### config.mk
export PLATFORM = sky130hd
export DESIGN_NAME = cache_line_evictor
export DESIGN_NICKNAME = d
export VERILOG_FILES = /design/src/rtl/cache_line_evictor.sv
export SDC_FILE = /design/constraint.sdc
export NUM_CORES = 1
export LEC_CHECK = 0
export BUFFER_PORTS_ARGS = -buffer_cell sky130_fd_sc_hd__buf_4
export CORE_MARGIN = 2
export CORE_UTILIZATION = 45
export CTS_CLUSTER_DIAMETER = 150
export DETAILED_ROUTE_END_ITERATION = 12
export PLACE_DENSITY = 0.78
export SYNTH_ARGS = -nofsm -noshare
export SYNTH_HDL_FRONTEND = slang
export SYNTH_SLANG_ARGS = --single-unit
### constraint.sdc
create_clock -name clk -period 4.9 [get_ports clk]
set_clock_uncertainty 0.2 [all_clocks]
set_input_delay 1.47 -clock clk [delete_from_list [all_inputs] [get_ports clk]]
set_output_delay 1.47 -clock clk [all_outputs]
set_load 0.01 [all_outputs]
### src/rtl/cache_line_evictor.sv
// Streams one cache line out of the data array to memory, one word per
// READ/SEND pair, with a one-cycle done pulse once the final beat is accepted.
module cache_line_evictor #(
  parameter int unsigned XLEN           = 32,
  parameter int unsigned SET_SIZE       = 2,
  parameter int unsigned WORDS_PER_LINE = 8,
  parameter int unsigned ASSOC          = 1,
  localparam int unsigned WSEL = $clog2(WORDS_PER_LINE),
  localparam int unsigned WAYW = (ASSOC > 1) ? $clog2(ASSOC) : 1,
  localparam int unsigned TAGW = XLEN - SET_SIZE - WSEL - 2
) (
  input  logic                clk,
  input  logic                rst_n,
  input  logic                evict_req,
  input  logic [SET_SIZE-1:0] evict_set,
  input  logic [WAYW-1:0]     evict_way,
  input  logic [TAGW-1:0]     evict_tag,
  output logic                evict_busy,
  output logic                evict_done,
  output logic [SET_SIZE-1:0] dl_set,
  output logic [WAYW-1:0]     dl_way,
  output logic [WSEL-1:0]     dl_word_select,
  input  logic [XLEN-1:0]     dl_fetched_word,
  output logic                mem_valid,
  input  logic                mem_ready,
  output logic [XLEN-1:0]     mem_addr,
  output logic [XLEN-1:0]     mem_wdata,
  output logic                mem_last
);

  localparam logic [WSEL-1:0] LAST_WORD = WSEL'(WORDS_PER_LINE - 1);

  typedef enum logic [1:0] {
    IDLE = 2'd0,
    READ = 2'd1,
    SEND = 2'd2,
    DONE = 2'd3
  } state_t;

  state_t          state;
  logic [TAGW-1:0] tag_q;

  // The latched set/way and word counter drive the data-array read port directly.
  assign mem_addr = {tag_q, dl_set, dl_word_select, 2'b00};

  always_ff @(posedge clk or negedge rst_n) begin
    if (!rst_n) begin
      state          <= IDLE;
      tag_q          <= '0;
      dl_set         <= '0;
      dl_way         <= '0;
      dl_word_select <= '0;
      mem_wdata      <= '0;
      mem_valid      <= 1'b0;
      mem_last       <= 1'b0;
      evict_busy     <= 1'b0;
      evict_done     <= 1'b0;
    end else begin
      case (state)
        IDLE: begin
          if (evict_req) begin
            tag_q          <= evict_tag;
            dl_set         <= evict_set;
            dl_way         <= evict_way;
            dl_word_select <= '0;
            evict_busy     <= 1'b1;
            state          <= READ;
          end
        end
        READ: begin
          mem_wdata <= dl_fetched_word;
          mem_valid <= 1'b1;
          mem_last  <= (dl_word_select == LAST_WORD);
          state     <= SEND;
        end
        SEND: begin
          // Beat is held unchanged until the memory accepts it.
          if (mem_ready) begin
            mem_valid <= 1'b0;
            mem_last  <= 1'b0;
            if (dl_word_select == LAST_WORD) begin
              evict_done <= 1'b1;
              state      <= DONE;
            end else begin
              dl_word_select <= dl_word_select + WSEL'(1);
              state          <= READ;
            end
          end
        end
        DONE: begin
          evict_done <= 1'b0;
          evict_busy <= 1'b0;
          state      <= IDLE;
        end
        default: begin
          state <= IDLE;
        end
      endcase
    end
  end

endmodule

# Word-level counts from Yosys, hierarchy flattened
# Index checks and enable logic that the tools add are counted.
# Widths: inputs -> output; s select.
dict set report classes {
  addsub 1
  n_eq_ne 8
  mux 16
  n_reduce_logical 11
}
# op count
set op_table {}
lappend op_table {{$mux 3} 3}
lappend op_table {{$ne 2x2->1 const B} 4}
lappend op_table {{$pmux 1 s2} 4}
lappend op_table {{$pmux 2 s4} 1}
lappend op_table {{$reduce_and 2->1} 4}
lappend op_table {{$reduce_bool 2->1} 4}
lappend op_table {{$mux 2} 3}
lappend op_table {{$pmux 3 s2} 1}
lappend op_table {{$eq 2x2->1 const B} 2}
lappend op_table {{$mux 1} 4}
lappend op_table {{$reduce_and 4->1} 1}
lappend op_table {{$add 3x1->3 const B} 1}
lappend op_table {{$eq 3x3->1 const B} 1}
lappend op_table {{$reduce_and 3->1} 1}
lappend op_table {{$eq 2x1->1 const B} 1}
lappend op_table {{$logic_not 2->1} 1}
dict set report totals {
  output_inout_bits 74
  ff_bits 69
}

# Depth between registers and ports, before layout
dict set report depth {
  ltp_word 4
  depth_mapped 5
  ltp_nobuf 5
}

# Worst setup path before layout
# Ideal clock, no wire load.
dict set report synth_timing {
  kind {input port to flip-flop}
  from {input evict_req}
  to {register tag_q[10]}
  path_buffers 1
  arrival_ns 2.174
  slack_ns 2.401
  cell_stages 4
  setup_ns 0.125
  path_cell_list {nand2b_4 nor2_8 buf_6 mux2_4}
}
dict set report synth_via {
  elab_chain_len 1
}
# item line_no
set synth_rtl {}
lappend synth_rtl {{start, declared} 14} ;# input logic evict_req,
lappend synth_rtl {{$reduce_and 2->1 (no line)} --}
lappend synth_rtl {{end signal, assigned} 62} ;# tag_q <= evict_tag;
lappend synth_rtl {{end, declared} 41} ;# logic [TAGW-1:0] tag_q;
# Every way passes these cells.
# A chain may end at the register's enable or synchronous reset.

# Final worst setup path
dict set report layout_timing {
  from {register dl_word_select[0]}
  to {output mem_addr[2]}
}
# item line_no
set layout_rtl {}
lappend layout_rtl {{start, declared} 22} ;# output logic [WSEL-1:0] dl_word_select,
lappend layout_rtl {{start signal, assigned} 85} ;# dl_word_select <= dl_word_select + WSEL'(1);
lappend layout_rtl {{end, declared} 26} ;# output logic [XLEN-1:0] mem_addr,
# No word-level cell between the ends.

==> flow_summary.ini <==
[status]
run_status = finished clean

[clock_tree]
post_cts_resize_count = 0
cts_tree = yes
clockRootBuffer = sky130_fd_sc_hd__clkbuf_8
cts_max_level = 3
clk-insertion-delay-late_ns = 0.32
post_cts.repair.setup_buffers = 0
clk_pin_slew_worst_paths_ns = 0.07
cts_buffers = 9
hold_buffers = 0
ctsLongestPathBuffers = 2
numClockSinks = 69

[drt]
post_dr_vias_cell = 4.82
num_vias = 1885
antenna_left = 0
wire_per_inst_um = 15.2
drt_first_iter_violations = 102
drt_pass1_iterations = 3
drc = 0
wl_um = 5940

[floorplanning]
io-pin-count = 138
core_area_mm2 = 0.00599
core.rowCount = 28
initial_utilization = 0.473
die-width_um = 83.4
chipHeight_um = 83.4
die_area_mm2 = 0.00695

[place]
gp_congestion = 0.741
hpwl_um = 4360
placed_insts = 375
io_buffer_count = 135

[synth]
synth_top_cell_area_share = 0.609
synth_common_cells = 69 x sky130_fd_sc_hd__dfrtp_1, 28 x sky130_fd_sc_hd__mux2_1, 20 x sky130_fd_sc_hd__mux2_4
synth_async_sr_flop_share = 1.00
post_synth.cell_area_avg_um2 = 15.9
yosys.area.top_type = sky130_fd_sc_hd__dfrtp_1
synth_sequential_area_ratio = 0.609
ys_seq_elements = 69
netlist_top_cells_area = sky130_fd_sc_hd__dfrtp_1 61%, sky130_fd_sc_hd__mux2_1 11%, sky130_fd_sc_hd__mux2_4 11%
synth_cell_type_count = 26
synth-edff-count = 0
yosys_warnings = 0
synth_ff_type = sky130_fd_sc_hd__dfrtp_1
synthesis.instances = 178
synthMostInstantiatedCell = sky130_fd_sc_hd__dfrtp_1
syn_area_mm2 = 0.00284

[timing]
count_of_final_setup_violators = 0
worst_pin_slew_ns = 0.830
grt_setup_unrepaired = no
report.final.slew_viol_count = 0
setup_total_negative_slack_ns = 0
min_period_ns = 2.60
maxSlewHeadroom = 0.446
final_hold_viol_count = 0
timing.fmax_mhz = 384
final.period_utilization = 0.531

[worst_setup_path]
crit_family = flip-flops
critical_path.cell_chain = buf_4
r2r_cells = 5
crit_buf_inv = 1
setup.worst_path.class = flip-flop to output pin
critical_path_required_ns = 3.23
critical_path.slowest_cell = sky130_fd_sc_hd__dfrtp_1
reg2reg_from = dl_word_select[0]
worst_setup_path_start_kind = flip-flop
critical_path.endpoint_type = output pin
critPathMaxStageDelay_ns = 0.44
crit-reg2reg-capture = dl_word_select[2]
timing.critical_path.fanout_max = 6
cp.arrival_ns = 0.93
worst-r2r-setup-slack_ns = 2.92

[final_layout]
layout.area.seq_mm2 = 0.00173
final_net_count = 377
flow.area_growth_from_synthesis_pct = 43.6
fin_cells = 391
nFillCells = 460
num_antenna_cells = 0
multiInputGateArea_um2 = 971
layout_cells_sized_above_1 = 0.589

[hold_path]
min_delay_worst_endpoint = mem_wdata[16]
min_delay_path_depth = 1
holdCritPathClass = flip-flop to flip-flop
worstHoldStart = mem_wdata[16]

[power_and_ir_drop]
p_leak_nw = 2.05
powerDensity_mw_per_mm2 = 684
vdd_drop_max_v = 0.000363
power_mw = 2.79

[flow_run]
max-cap-violations = 0

[grt]
wire_length_of_the_first_global_routing_pass_um = 9720
largest_net_degree_at_the_start_of_global_routing = 70
grt_util_all_layers = 0.176
vias_in_the_first_global_route = 1959
grt_total_ovfl = 0
antenna_found_initial = 0
-- kinds of logic after synthesis --
group	share of synthesized area
multiplexers	0.265
AO/OA/AOI/OAI	0.0340
flip-flops	0.609
buffers and inverters	0.0507
adder cells (fa/ha/maj)	0.00882
AND/OR/NAND/NOR	0.0313
other	0.00132
-- placed cells by master, fill, tap and decap left out, types with 3 or more instances in the layout --
cell                          n
sky130_fd_sc_hd__buf_4      136
sky130_fd_sc_hd__dfrtp_1     69
sky130_fd_sc_hd__mux2_1      28
sky130_fd_sc_hd__mux2_4      20
sky130_fd_sc_hd__mux2_2      12
sky130_fd_sc_hd__clkbuf_8     9
sky130_fd_sc_hd__a21oi_1      6
sky130_fd_sc_hd__inv_1        5
sky130_fd_sc_hd__and3_1       3
sky130_fd_sc_hd__bufinv_16    3
-- per-layer routing --
metal / GRT usage / part of all wire / up-vias
met5: 0 / 0 / -
met1: 0.234 / 0.41 / 906
li1: - / - / 879
met4: 0.0551 / 0.016 / 0
met2: 0.264 / 0.48 / 90
met3: 0.0746 / 0.093 / 10
-- worst max path at each step --
stage	cells past startpoint	from	slack, ns	to
floorplan	4	evict_req	2.40	tag_q[10]
global placement	4	evict_req	2.04	tag_q[2]
detailed placement	4	evict_req	2.01	tag_q[1]
CTS	1	dl_word_select[0]	2.27	mem_addr[2]
global route	1	dl_word_select[0]	2.24	dl_word_select[0]
finish	1	dl_word_select[0]	2.30	mem_addr[2]
-- power by group --
part	switching, mW	leakage [nW]	total, mW	internal, mW
Sequential	0.185	0.816	1.04	0.858
Clock	0.208	0.116	0.547	0.338
Combinational	0.477	1.12	1.20	0.719
Total	0.870	2.05	2.79	1.92
-- state kept, by name (all words and copies together) (netlist names) --
| register | flops |
|---|---|
| dl_word_select | 3 |
| dl_set | 2 |
| dl_way | 1 |
| mem_wdata | 32 |
| mem_valid | 1 |
| evict_busy | 1 |
| tag_q | 25 |
| evict_done | 1 |
| mem_last | 1 |
| state | 2 |
-- per-stage QoR --
stage | hold WS, ns | setup slack [ns] | utilization | area (µm²)
2_1_floorplan | 0.329 | 2.40 | - | 2840
3_3_place_gp | 0.270 | 2.04 | 0.640 | 3830
3_5_place_dp | 0.276 | 2.01 | 0.640 | 3830
4_1_cts | 0.291 | 2.27 | 0.679 | 4070
5_1_grt | 0.299 | 2.24 | 0.679 | 4070
6_report | 0.288 | 2.30 | 0.679 | 4070
-- final cells by class --
| type | instances | share of cell area |
|---|---|---|
| Clock buffer | 10 | 0.0314 |
| Clock inverter | 6 | 0.0274 |
| Inverter | 5 | 0.00461 |
| Multi-Input combinational cell | 90 | 0.239 |
| Sequential cell | 69 | 0.424 |
| Tap cell | 75 | 0.0231 |
| Timing Repair Buffer | 136 | 0.251 |
(Power assumes the default switching activity.)
